**src/rtl/pipe_collision_ctrl.sv**
```systemverilog
// rtl/pipe_collision_ctrl.sv - game supervisor: pipe scroll, collision detect, score, flight handshake
//
// Purpose:
//   Sits opposite the bird flight controller. Starts a game on a button
//   press, scrolls one pipe leftwards with an LFSR-chosen gap, detects
//   bird/pipe and bird/floor collisions, stops the flight controller on a
//   crash and keeps a saturating score of pipes passed.
//
// Ports:
//   Clk, reset                      clock, asynchronous active-high reset
//   BtnC                            debounced single-cycle press (start / acknowledge)
//   q_Initial, q_Flight, q_Stop     one-hot state of the flight controller
//   Bird_X_L/X_R/Y_T/Y_B            bird bounding box, inclusive
//   Start, Ack                      single-cycle pulses to the flight controller
//   Stop                            level to the flight controller
//   Pipe_X_L/X_R                    pipe horizontal extent, inclusive
//   Gap_Y_T/Y_B                     gap vertical extent, inclusive
//   Score                           pipes passed, saturating at 255
//   q_Idle, q_Run, q_Hit, q_Done    one-hot state of this block

module pipe_collision_ctrl #(
  parameter int unsigned PIPE_STEP = 4,
  parameter int unsigned PIPE_W    = 40,
  parameter int unsigned SCREEN_W  = 640,
  parameter int unsigned GAP_MIN_Y = 100,
  parameter int unsigned GAP_H     = 120,
  parameter int unsigned FLOOR_Y   = 636,
  parameter logic [7:0]  LFSR_SEED = 8'hA5
) (
  input  logic       Clk,
  input  logic       reset,
  input  logic       BtnC,
  input  logic       q_Initial,
  input  logic       q_Flight,
  input  logic       q_Stop,
  input  logic [9:0] Bird_X_L,
  input  logic [9:0] Bird_X_R,
  input  logic [9:0] Bird_Y_T,
  input  logic [9:0] Bird_Y_B,
  output logic       Start,
  output logic       Ack,
  output logic       Stop,
  output logic [9:0] Pipe_X_L,
  output logic [9:0] Pipe_X_R,
  output logic [9:0] Gap_Y_T,
  output logic [9:0] Gap_Y_B,
  output logic [7:0] Score,
  output logic       q_Idle,
  output logic       q_Run,
  output logic       q_Hit,
  output logic       q_Done
);

  localparam logic [9:0] X_START_L = 10'(SCREEN_W);
  localparam logic [9:0] X_START_R = 10'(SCREEN_W + PIPE_W - 1);
  localparam logic [9:0] STEP      = 10'(PIPE_STEP);
  localparam logic [9:0] GAP_MIN   = 10'(GAP_MIN_Y);
  localparam logic [9:0] GAP_SPAN  = 10'(GAP_H - 1);
  localparam logic [9:0] FLOOR     = 10'(FLOOR_Y);
  localparam logic [9:0] GAP_T_RST = GAP_MIN + {2'b00, LFSR_SEED};
  localparam logic [9:0] GAP_B_RST = GAP_T_RST + GAP_SPAN;

  typedef enum logic [3:0] {
    S_IDLE = 4'b0001,
    S_RUN  = 4'b0010,
    S_HIT  = 4'b0100,
    S_DONE = 4'b1000
  } state_t;

  state_t     state_q, state_d;
  logic       start_q, start_d;
  logic       ack_q, ack_d;
  logic       stop_q, stop_d;
  logic [9:0] pipe_l_q, pipe_l_d;
  logic [9:0] pipe_r_q, pipe_r_d;
  logic [9:0] gap_t_q, gap_t_d;
  logic [9:0] gap_b_q, gap_b_d;
  logic [7:0] score_q, score_d;
  logic       passed_q, passed_d;
  logic [7:0] lfsr_q, lfsr_d;

  logic       overlap_x;
  logic       outside_gap;
  logic       crash;
  logic       respawn;
  logic       score_hit;
  logic [9:0] new_gap_t;

  // The flight controller's Flight state carries no information this block needs.
  logic unused_q_flight;
  assign unused_q_flight = q_Flight;

  always_comb begin
    // Fibonacci LFSR, taps 8,6,5,4; a nonzero seed keeps it off the all-zero state.
    lfsr_d = {lfsr_q[6:0], lfsr_q[7] ^ lfsr_q[5] ^ lfsr_q[4] ^ lfsr_q[3]};

    // Collision terms use this cycle's registered pipe and the previous-cycle bird box.
    overlap_x   = (Bird_X_R >= pipe_l_q) && (Bird_X_L <= pipe_r_q);
    outside_gap = (Bird_Y_T < gap_t_q) || (Bird_Y_B > gap_b_q);
    crash       = (overlap_x && outside_gap) || (Bird_Y_B >= FLOOR);
    respawn     = pipe_r_q < STEP;
    score_hit   = (pipe_r_q < Bird_X_L) && !passed_q;
    new_gap_t   = GAP_MIN + {2'b00, lfsr_q};

    state_d  = state_q;
    start_d  = 1'b0;
    ack_d    = 1'b0;
    stop_d   = stop_q;
    pipe_l_d = pipe_l_q;
    pipe_r_d = pipe_r_q;
    gap_t_d  = gap_t_q;
    gap_b_d  = gap_b_q;
    score_d  = score_q;
    passed_d = passed_q;

    unique case (state_q)
      S_IDLE: begin
        pipe_l_d = X_START_L;
        pipe_r_d = X_START_R;
        score_d  = 8'd0;
        passed_d = 1'b0;
        stop_d   = 1'b0;
        if (BtnC && q_Initial) begin
          start_d = 1'b1;
          state_d = S_RUN;
        end
      end

      S_RUN: begin
        if (crash) begin
          // Pipe and score freeze on the crash cycle, even if a pass coincides.
          stop_d  = 1'b1;
          state_d = S_HIT;
        end else begin
          if (respawn) begin
            pipe_l_d = X_START_L;
            pipe_r_d = X_START_R;
            gap_t_d  = new_gap_t;
            gap_b_d  = new_gap_t + GAP_SPAN;
          end else begin
            pipe_l_d = pipe_l_q - STEP;
            pipe_r_d = pipe_r_q - STEP;
          end
          if (score_hit && (score_q != 8'hFF)) begin
            score_d = score_q + 8'd1;
          end
          // The passed flag belongs to the pipe on screen: a respawn starts a
          // fresh pipe, so it clears the flag even when the old pipe scores now.
          if (respawn) begin
            passed_d = 1'b0;
          end else if (score_hit) begin
            passed_d = 1'b1;
          end
        end
      end

      S_HIT: begin
        stop_d = 1'b1;
        if (q_Stop) begin
          stop_d  = 1'b0;
          state_d = S_DONE;
        end
      end

      S_DONE: begin
        stop_d = 1'b0;
        if (BtnC) begin
          ack_d    = 1'b1;
          state_d  = S_IDLE;
          pipe_l_d = X_START_L;
          pipe_r_d = X_START_R;
          score_d  = 8'd0;
          passed_d = 1'b0;
        end
      end

      default: begin
        // Corrupted state register: fall back to idle with reset-valued outputs.
        state_d  = S_IDLE;
        stop_d   = 1'b0;
        pipe_l_d = X_START_L;
        pipe_r_d = X_START_R;
        gap_t_d  = GAP_T_RST;
        gap_b_d  = GAP_B_RST;
        score_d  = 8'd0;
        passed_d = 1'b0;
      end
    endcase
  end

  always_ff @(posedge Clk or posedge reset) begin
    if (reset) begin
      state_q  <= S_IDLE;
      start_q  <= 1'b0;
      ack_q    <= 1'b0;
      stop_q   <= 1'b0;
      pipe_l_q <= X_START_L;
      pipe_r_q <= X_START_R;
      gap_t_q  <= GAP_T_RST;
      gap_b_q  <= GAP_B_RST;
      score_q  <= 8'd0;
      passed_q <= 1'b0;
      lfsr_q   <= LFSR_SEED;
    end else begin
      state_q  <= state_d;
      start_q  <= start_d;
      ack_q    <= ack_d;
      stop_q   <= stop_d;
      pipe_l_q <= pipe_l_d;
      pipe_r_q <= pipe_r_d;
      gap_t_q  <= gap_t_d;
      gap_b_q  <= gap_b_d;
      score_q  <= score_d;
      passed_q <= passed_d;
      lfsr_q   <= lfsr_d;
    end
  end

  assign Start    = start_q;
  assign Ack      = ack_q;
  assign Stop     = stop_q;
  assign Pipe_X_L = pipe_l_q;
  assign Pipe_X_R = pipe_r_q;
  assign Gap_Y_T  = gap_t_q;
  assign Gap_Y_B  = gap_b_q;
  assign Score    = score_q;
  assign q_Idle   = state_q[0];
  assign q_Run    = state_q[1];
  assign q_Hit    = state_q[2];
  assign q_Done   = state_q[3];

endmodule

```
**config.mk**
```make
export PLATFORM = sky130hd
export DESIGN_NAME = pipe_collision_ctrl
export DESIGN_NICKNAME = d
export VERILOG_FILES = /design/src/rtl/pipe_collision_ctrl.sv
export SDC_FILE = /design/constraint.sdc
export NUM_CORES = 1
export LEC_CHECK = 0
export CAP_MARGIN = 15
export CORE_MARGIN = 2
export CORE_UTILIZATION = 30
export CTS_BUF_LIST = sky130_fd_sc_hd__clkbuf_8
export DETAILED_ROUTE_END_ITERATION = 8
export SLEW_MARGIN = 20
export SYNTH_ARGS = -nofsm -noshare
export SYNTH_HDL_FRONTEND = slang
export SYNTH_SLANG_ARGS = --single-unit
```
**constraint.sdc**
```tcl
create_clock -name Clk -period 2.7 [get_ports Clk]
set_input_delay 0.54 -clock Clk [delete_from_list [all_inputs] [get_ports Clk]]
set_output_delay 0.54 -clock Clk [all_outputs]
set_load 0.02 [all_outputs]
```
==> reports/qor.yml, run 1 <==
cells_and_area:
  final_nets: 655
  utilization: 0.4519
  area_growth_pct: 47.68
  stdcell_area_um2: 5961
  register_area_um2: 1523
  finalNonFillerCells: 747
  multi_input_area_um2: 2472
  fillers: 1253
  drive_gt1_frac: 0.2452
  diodes: 0
setup_path:
  path_depth: 11
  cp_slowest_stage_delay_ns: 0.47
  r2r_end: "Gap_Y_T[4]$_DFFE_PP0P_"
  crit_chain: "clkdlybuf4s50_1 -> inv_2 -> ha_4 -> nand2_1 -> nor2_2 -> nor3_2 -> a221o_1 -> a22oi_2 -> a211oi_2 -> buf_6 -> mux2_4"
  cp-endpoint: "Gap_Y_T[4]$_DFFE_PP0P_"
  critPathArrivalTime_ns: 2.91
  path_delay_family: "compound AO/OA/AOI/OAI gates"
  critPathCaptureType: "flop"
  path_buf_inv: 3
  cp.required_ns: 2.92
  startpoint: "Bird_X_L[8]"
  rr_worst_depth: 10
  cp_max_fo: 7
  worst_setup_path_start_kind: "primary input"
  r2r_start: "Pipe_X_L[9]$_DFFE_PP1P_"
  r2r_slack_ns: 0.06
  cp_slowest_cell: "clkdlybuf4s50_1"
  critPathKind: "primary input to flop"
floorplanning:
  die_w_um: 120.0
  row_count: 42
  core_area_um2: 13190
  start_util: 0.3060
  ios: 101
  die-height_um: 120.0
  die-area_um2: 14400
routing:
  dr_total_vias: 3755
  routed_wl_um: 11360
  viasPerCell: 5.027
  drcViolationCount: 0
  ant_nets: 0
  first_iter_violations: 136
  dr.pass1.iters: 4
  post_drt_wl_per_cell_um: 15.20
placed_design:
  dp_cells: 722
  io_buffers: 94
  postPlaceCellArea_um2: 5421
  gp_congestion: 0.8866
  pre_cts_ws_ns: -0.5128
  place_hpwl_um: 8506
clock_network:
  clk_latency_ns: 0.35
  clk_pin_slew_ns: 0.07
  clkSinkCount: 60
  cts_htree_levels: 3
  root_buffer: "clkbuf_8"
  cts_hold_buffers: 0
  cts_tree: "done"
  cts_buffers: 9
  clock_path_buffers: 2
power_and_ir_drop:
  p_leak_nw: 2.558
  ir_drop_mv: 0.2399
  p_total_mw: 2.970
  p_per_area_nw_per_um2: 498.2
yosys:
  synth_top_flop_cell: "dfrtp_1"
  ys_ff_latch: 60
  syn_area_um2: 4036
  yosysSeqAreaShare: 0.3772
  ys_types: 63
  synth_warnings: 0
  synth_edf_count: 0
  synthArstFlopShare: 1.000
  syn_avg_cell_area_um2: 9.475
  syn_inst: 426
grt:
  grt_pass1_vias: 3762
  grt_pass1_wl_um: 18330
  grt_overflow: 0
  grt_usage: 0.1591
  grt_max_degree: 30
  antenna_found_initial: 0
sta:
  fmax_mhz: 371.9
  clock_skew_ns: 0.01358
  setup_violations: 0
  finalSetupTns_ns: 0
  rsz0062_at_grt: "yes"
  min_period_over_period: 0.9958
  hold_viol: 0
  worst_slack_ns: 0.01134
  final_max_slew_viol_count: 0
  post-route-min-period_ns: 2.689
  tightest_slew_ns: 0.6289
  fin_hold_ws_ns: 0.4172
  max-slew-margin-rel: 0.5801
min_path:
  min-delay-start: "lfsr_q[1]$_DFF_PP0_"
  hold_path.class: "flop to flop"
run_status:
  status: "finished clean"
flow_run:
  max_cap_viol_count: 0
-- worst min-delay path by stage --
stage,to,cells past startpoint,slack (ns)
6_report,lfsr_q[2]$_DFF_PP1_,0,0.42
5_1_grt,lfsr_q[2]$_DFF_PP1_,0,0.42
4_1_cts,lfsr_q[2]$_DFF_PP1_,0,0.42
3_5_place_dp,lfsr_q[2]$_DFF_PP1_,0,0.40
3_3_place_gp,lfsr_q[2]$_DFF_PP1_,0,0.39
2_1_floorplan,lfsr_q[2]$_DFF_PP1_,0,0.38
-- cells in the final DEF, fill, tap and decap left out, drive strengths merged, types with 5 or more instances in the layout --
cell type      count
a211oi             6
a21o               6
a21oi             22
a2bb2oi            5
a31oi              6
buf               50
clkbuf             9
clkdlybuf4s50     83
dfrtp             43
dfstp             17
dlygate4sd2        5
dlymetal6s2s       6
ha                43
inv               51
mux2i              8
nand2             28
nand3             20
nand4              6
nor2              21
nor3              15
o211ai             5
o21ai             16
o22ai              7
o2bb2ai            5
o31ai             11
or3                7
xnor2              9
-- final cells by class --
class,count,share of cell area
clock inverters,7,0.01154
well taps,176,0.03694
repair buffers,144,0.2290
clock buffers,9,0.02078
inverters,50,0.03149
flip-flops and latches,60,0.2555
multi-input cells,301,0.4148
-- timing repair --
item,in CTS,in global routing
pin swaps,12,21
buffers inserted,3,6
resized for setup,22,37
gates cloned,0,0
endpoints found under the setup margin,46,44
-- worst register-to-register path, cell delays in order, from the launching register on --
cell and delay (ns):
dfstp_2 0.55, inv_2 0.06, ha_4 0.28, nand3_4 0.07
o211ai_1 0.22, nor2_2 0.07, a221o_1 0.34, a22oi_2 0.35
a211oi_2 0.13, buf_6 0.16, mux2_4 0.29
-- registers in the layout, indices dropped and copies added (netlist names) --
name / count
Gap_Y_B: 10
Gap_Y_T: 9
Pipe_X_R: 9
Pipe_X_L: 8
Score: 8
lfsr_q: 8
state_q: 4
Ack: 1
Start: 1
Stop: 1
passed_q: 1
-- synth_stat cells (2+ instances only) --
cell type | number | area [um2]
or3_1 | 7 | 43.79
xor2_1 | 4 | 35.03
inv_1 | 50 | 187.7
or2_2 | 3 | 18.77
o311ai_0 | 3 | 26.28
o22ai_1 | 7 | 43.79
o22a_1 | 3 | 26.28
and2_1 | 2 | 12.51
o21ai_0 | 13 | 65.06
buf_2 | 3 | 15.01
nand2b_1 | 3 | 18.77
o31a_1 | 2 | 17.52
nor2_1 | 21 | 78.83
a21o_1 | 5 | 37.54
nor3_1 | 14 | 70.07
a21oi_1 | 21 | 105.1
nor2b_1 | 2 | 12.51
mux2i_1 | 8 | 80.08
nand4_1 | 6 | 37.54
o31a_2 | 2 | 20.02
a211oi_1 | 5 | 37.54
nand3b_1 | 3 | 22.52
a2bb2oi_1 | 5 | 43.79
o211ai_1 | 5 | 37.54
a211o_1 | 2 | 17.52
o21ai_2 | 2 | 17.52
o2bb2ai_1 | 5 | 43.79
xnor2_1 | 9 | 78.83
buf_6 | 3 | 33.78
nand2_1 | 28 | 105.1
dfstp_2 | 17 | 446.7
dfrtp_1 | 43 | 1076
clkbuf_1 | 6 | 22.52
a31oi_1 | 6 | 37.54
buf_4 | 4 | 30.03
nand3_1 | 20 | 100.1
mux2_4 | 4 | 60.06
a41oi_1 | 3 | 26.28
o31ai_1 | 11 | 82.58
ha_1 | 43 | 538.0
-- cells by family (layout without fill, tap and decap cells) --
family | Yosys count | in the layout | share of synthesized area
mux | 12 | 12 | 0.03472
simple gates | 115 | 115 | 0.1435
buf+inv | 67 | 210 | 0.07532
fa+ha+maj | 43 | 43 | 0.1333
flops | 60 | 60 | 0.3772
other cells | 1 | 3 | 0.0009291
compound gates | 115 | 115 | 0.2068
xor+xnor | 13 | 13 | 0.02821
-- layer usage --
layer / share of wire / wire, um / vias to the layer above / GRT usage
met1: 0.44 / 4974 / 1812 / 0.2048
li1: - / - / 1822 / -
met3: 0.058 / 660 / 12 / 0.03517
met5: 0 / 0 / - / 0
met4: 0.011 / 122 / 0 / 0.04191
met2: 0.49 / 5600 / 109 / 0.2692
-- power by group --
group | switching, mW | internal [mW] | leakage, nW
Clock | 0.380 | 0.422 | 0.100
Combinational | 0.557 | 0.554 | 1.68
Sequential | 0.0719 | 0.984 | 0.773
Total | 1.01 | 1.96 | 2.56
Note: power is estimated with default switching activity, not from simulation.
==> inputs of run 2 (changes only) <==
SETUP_SLACK_MARGIN = 0.2   (was unset)
==> run 2 against run 1 <==
Against the previous run:
- clock power increased by 21%
- sequential share of layout area is 0.94 points lower
- cell area is 3.8% higher
- die area unchanged
- combinational power increased by 5%
- first-iteration DRC count up 10%
- count of clock-buffer cells in the layout is 3 higher
- sequential power about the same
- non-clock buffer count down 3
==> reports/qor.yml, run 2 (synthesis results as in run 1) <==
cells_and_area:
  largest_reg_flops: 10  # unchanged
  mostFrequentLayoutCell: "clkdlybuf4s50_1"
  diodes: 0  # unchanged
  area_growth_pct: 53.32
  layout_common_cells: "clkdlybuf4s50_1, dfrtp_1, inv_1, buf_4, ha_1"
  fillers: 1277  # +1.9%
  drive_gt1_frac: 0.2993  # +0.05411
  register_area_um2: 1523  # unchanged
  multi_input_area_um2: 2666  # +7.8%
  final_nets: 652  # -0.46%
routing:
  post_drt_wl_per_cell_um: 15.77  # +3.7%
  routed_wl_um: 11740  # +3.3%
  dr.pass1.iters: 4  # unchanged
  drcViolationCount: 0  # unchanged
  viasPerCell: 5.036  # +0.19%
  first_iter_violations: 150  # +10%
  dr_total_vias: 3747  # -0.21%
  ant_nets: 0  # unchanged
floorplanning:
  row_count: 42  # unchanged
  die-height_um: 120.0  # unchanged
  ios: 101  # unchanged
  die-area_um2: 14400  # unchanged
  core_area_um2: 13190  # unchanged
  start_util: 0.3060  # unchanged
  die_w_um: 120.0  # unchanged
placed_design:
  io_buffers: 94  # unchanged
  pre_cts_ws_ns: -0.5252  # -0.01236 ns
  gp_congestion: 0.8757  # -1.2%
  place_hpwl_um: 8594  # +1.0%
setup_path:
  r2r_end: "Gap_Y_T[4]$_DFFE_PP0P_"
  critPathArrivalTime_ns: 2.83  # -0.08 ns
  critPathCaptureType: "flop"
  r2r_slack_ns: 0.10  # +0.04 ns
  cp.required_ns: 2.93  # about the same
  critPathKind: "flop to flop"
  worst_setup_path_start_kind: "flop"
  r2r_start: "Pipe_X_L[9]$_DFFE_PP1P_"
  rr_worst_depth: 10  # unchanged
  cp_max_fo: 6  # -1
sta:
  hold_viol: 0  # unchanged
  setup_violations: 0  # unchanged
  post-route-min-period_ns: 2.599  # -0.08980 ns
  fmax_mhz: 384.8  # +3.5%
  clock_skew_ns: 0.01270  # -0.0008810 ns
  max-slew-margin-rel: 0.6052  # +0.02511
  final_max_slew_viol_count: 0  # unchanged
  tightest_slew_ns: 0.5909  # -0.03803 ns
  worst_slack_ns: 0.1011  # +0.08980 ns
  finalSetupTns_ns: 0  # unchanged
  fin_hold_ws_ns: 0.4065  # -0.01071 ns
  min_period_over_period: 0.9625  # -0.03326
  rsz0062_at_grt: "yes"
clock_network:
  cts_htree_levels: 3  # unchanged
  clock_path_buffers: 2  # unchanged
  clkSinkCount: 60  # unchanged
  clk_latency_ns: 0.34  # about the same
  cts_buffers: 9  # unchanged
  cts_tree: "done"
  clk_pin_slew_ns: 0.08  # about the same
  root_buffer: "clkbuf_8"
run_status:
  status: "finished clean"
grt:
  antenna_found_initial: 0  # unchanged
  grt_max_degree: 36  # +20%
  grt_pass1_wl_um: 18750  # +2.3%
  grt_pass1_vias: 3800  # +1.0%
  grt_overflow: 0  # unchanged
  grt_usage: 0.1627  # +0.003595
power_and_ir_drop:
  p_leak_nw: 2.612  # +2.1%
  p_total_mw: 3.193  # +7.5%
  ir_drop_mv: 0.2846  # +19%
  p_per_area_nw_per_um2: 516.0  # +3.6%
min_path:
  whs_endpoint: "lfsr_q[2]$_DFF_PP1_"
  min-delay-start: "lfsr_q[1]$_DFF_PP0_"
  hold_path.class: "flop to flop"
  worstHoldPathCells: 0  # unchanged
flow_run:
  max_cap_viol_count: 0  # unchanged
## run 2: cell types whose count changed in the layout (fill, tap and decap cells not counted), sizes merged
cell / previous run / this run
dlygate4sd2: 5 / 19
clkbuf: 9 / 12
bufinv: 1 / 2
buf: 50 / 47
clkinvlp: 1 / 0
clkdlybuf4s50: 83 / 70
dlymetal6s2s: 6 / 5
clkinv: 4 / 1
## run 2: metal layers
metal / up-vias / routed length, um / track usage
met4: 0 / 164 / 0.04191
met1: 1813 / 5274 / 0.2063
met2: 100 / 5757 / 0.2788
li1: 1820 / - / -
met3: 14 / 538 / 0.03707
met5: - / 0 / 0
## run 2: worst max-delay path by stage
stage | startpoint | to | slack [ns]
2_1_floorplan | Bird_X_L[5] | Pipe_X_L[3]$_DFFE_PP0P_ | 0.22
6_report | Pipe_X_L[9]$_DFFE_PP1P_ | Gap_Y_T[4]$_DFFE_PP0P_ | 0.10
4_1_cts | Pipe_X_L[9]$_DFFE_PP1P_ | Pipe_X_L[3]$_DFFE_PP0P_ | 0.1
5_1_grt | Pipe_X_L[9]$_DFFE_PP1P_ | Gap_Y_T[4]$_DFFE_PP0P_ | 0.04
3_3_place_gp | Bird_X_L[5] | state_q[2]$_DFFE_PP0P_ | -0.50
3_5_place_dp | Bird_X_L[5] | state_q[2]$_DFFE_PP0P_ | -0.53
## run 2: cell type report
class / count / share of cell area
clock buffers: 12 / 0.02669
repair buffers: 141 / 0.2188
well taps: 176 / 0.03558
inverters: 50 / 0.03033
flip-flops and latches: 60 / 0.2461
multi-input cells: 301 / 0.4309
clock inverters: 4 / 0.01173
## run 2: power by group
part,switching [mW],internal (mW),total (mW)
combinational,0.602,0.569,1.17
sequential,0.0706,0.984,1.06
clock,0.373,0.594,0.967
## run 2: critical path, stage by stage, from the launching register on
cell and delay [ns]:
dfstp_2 0.55, inv_2 0.05, ha_4 0.27, nand3_2 0.08, o211ai_1 0.20, nor2_2 0.08
a221o_1 0.36, a22oi_2 0.28, a211oi_2 0.13, buf_6 0.18, mux2_4 0.29
## run 2: repair_timing
| item | CTS | global route |
|---|---|---|
| setup buffers | 7 | 3 |
| hold buffers | 0 | 0 |
| pin swaps | 45 | 31 |
| endpoints found under the setup margin | 48 | 48 |
| resized for setup | 80 | 41 |
## run 2: stage by stage
stage / utilization / cell area, um2 / instances
4_1_cts: 0.4532 / 5978 / 741
3_5_place_dp: 0.4087 / 5391 / 718
6_report: 0.4692 / 6188 / 744
3_3_place_gp: 0.4087 / 5391 / 718
2_1_floorplan: - / 4044 / 428
5_1_grt: 0.4692 / 6188 / 744
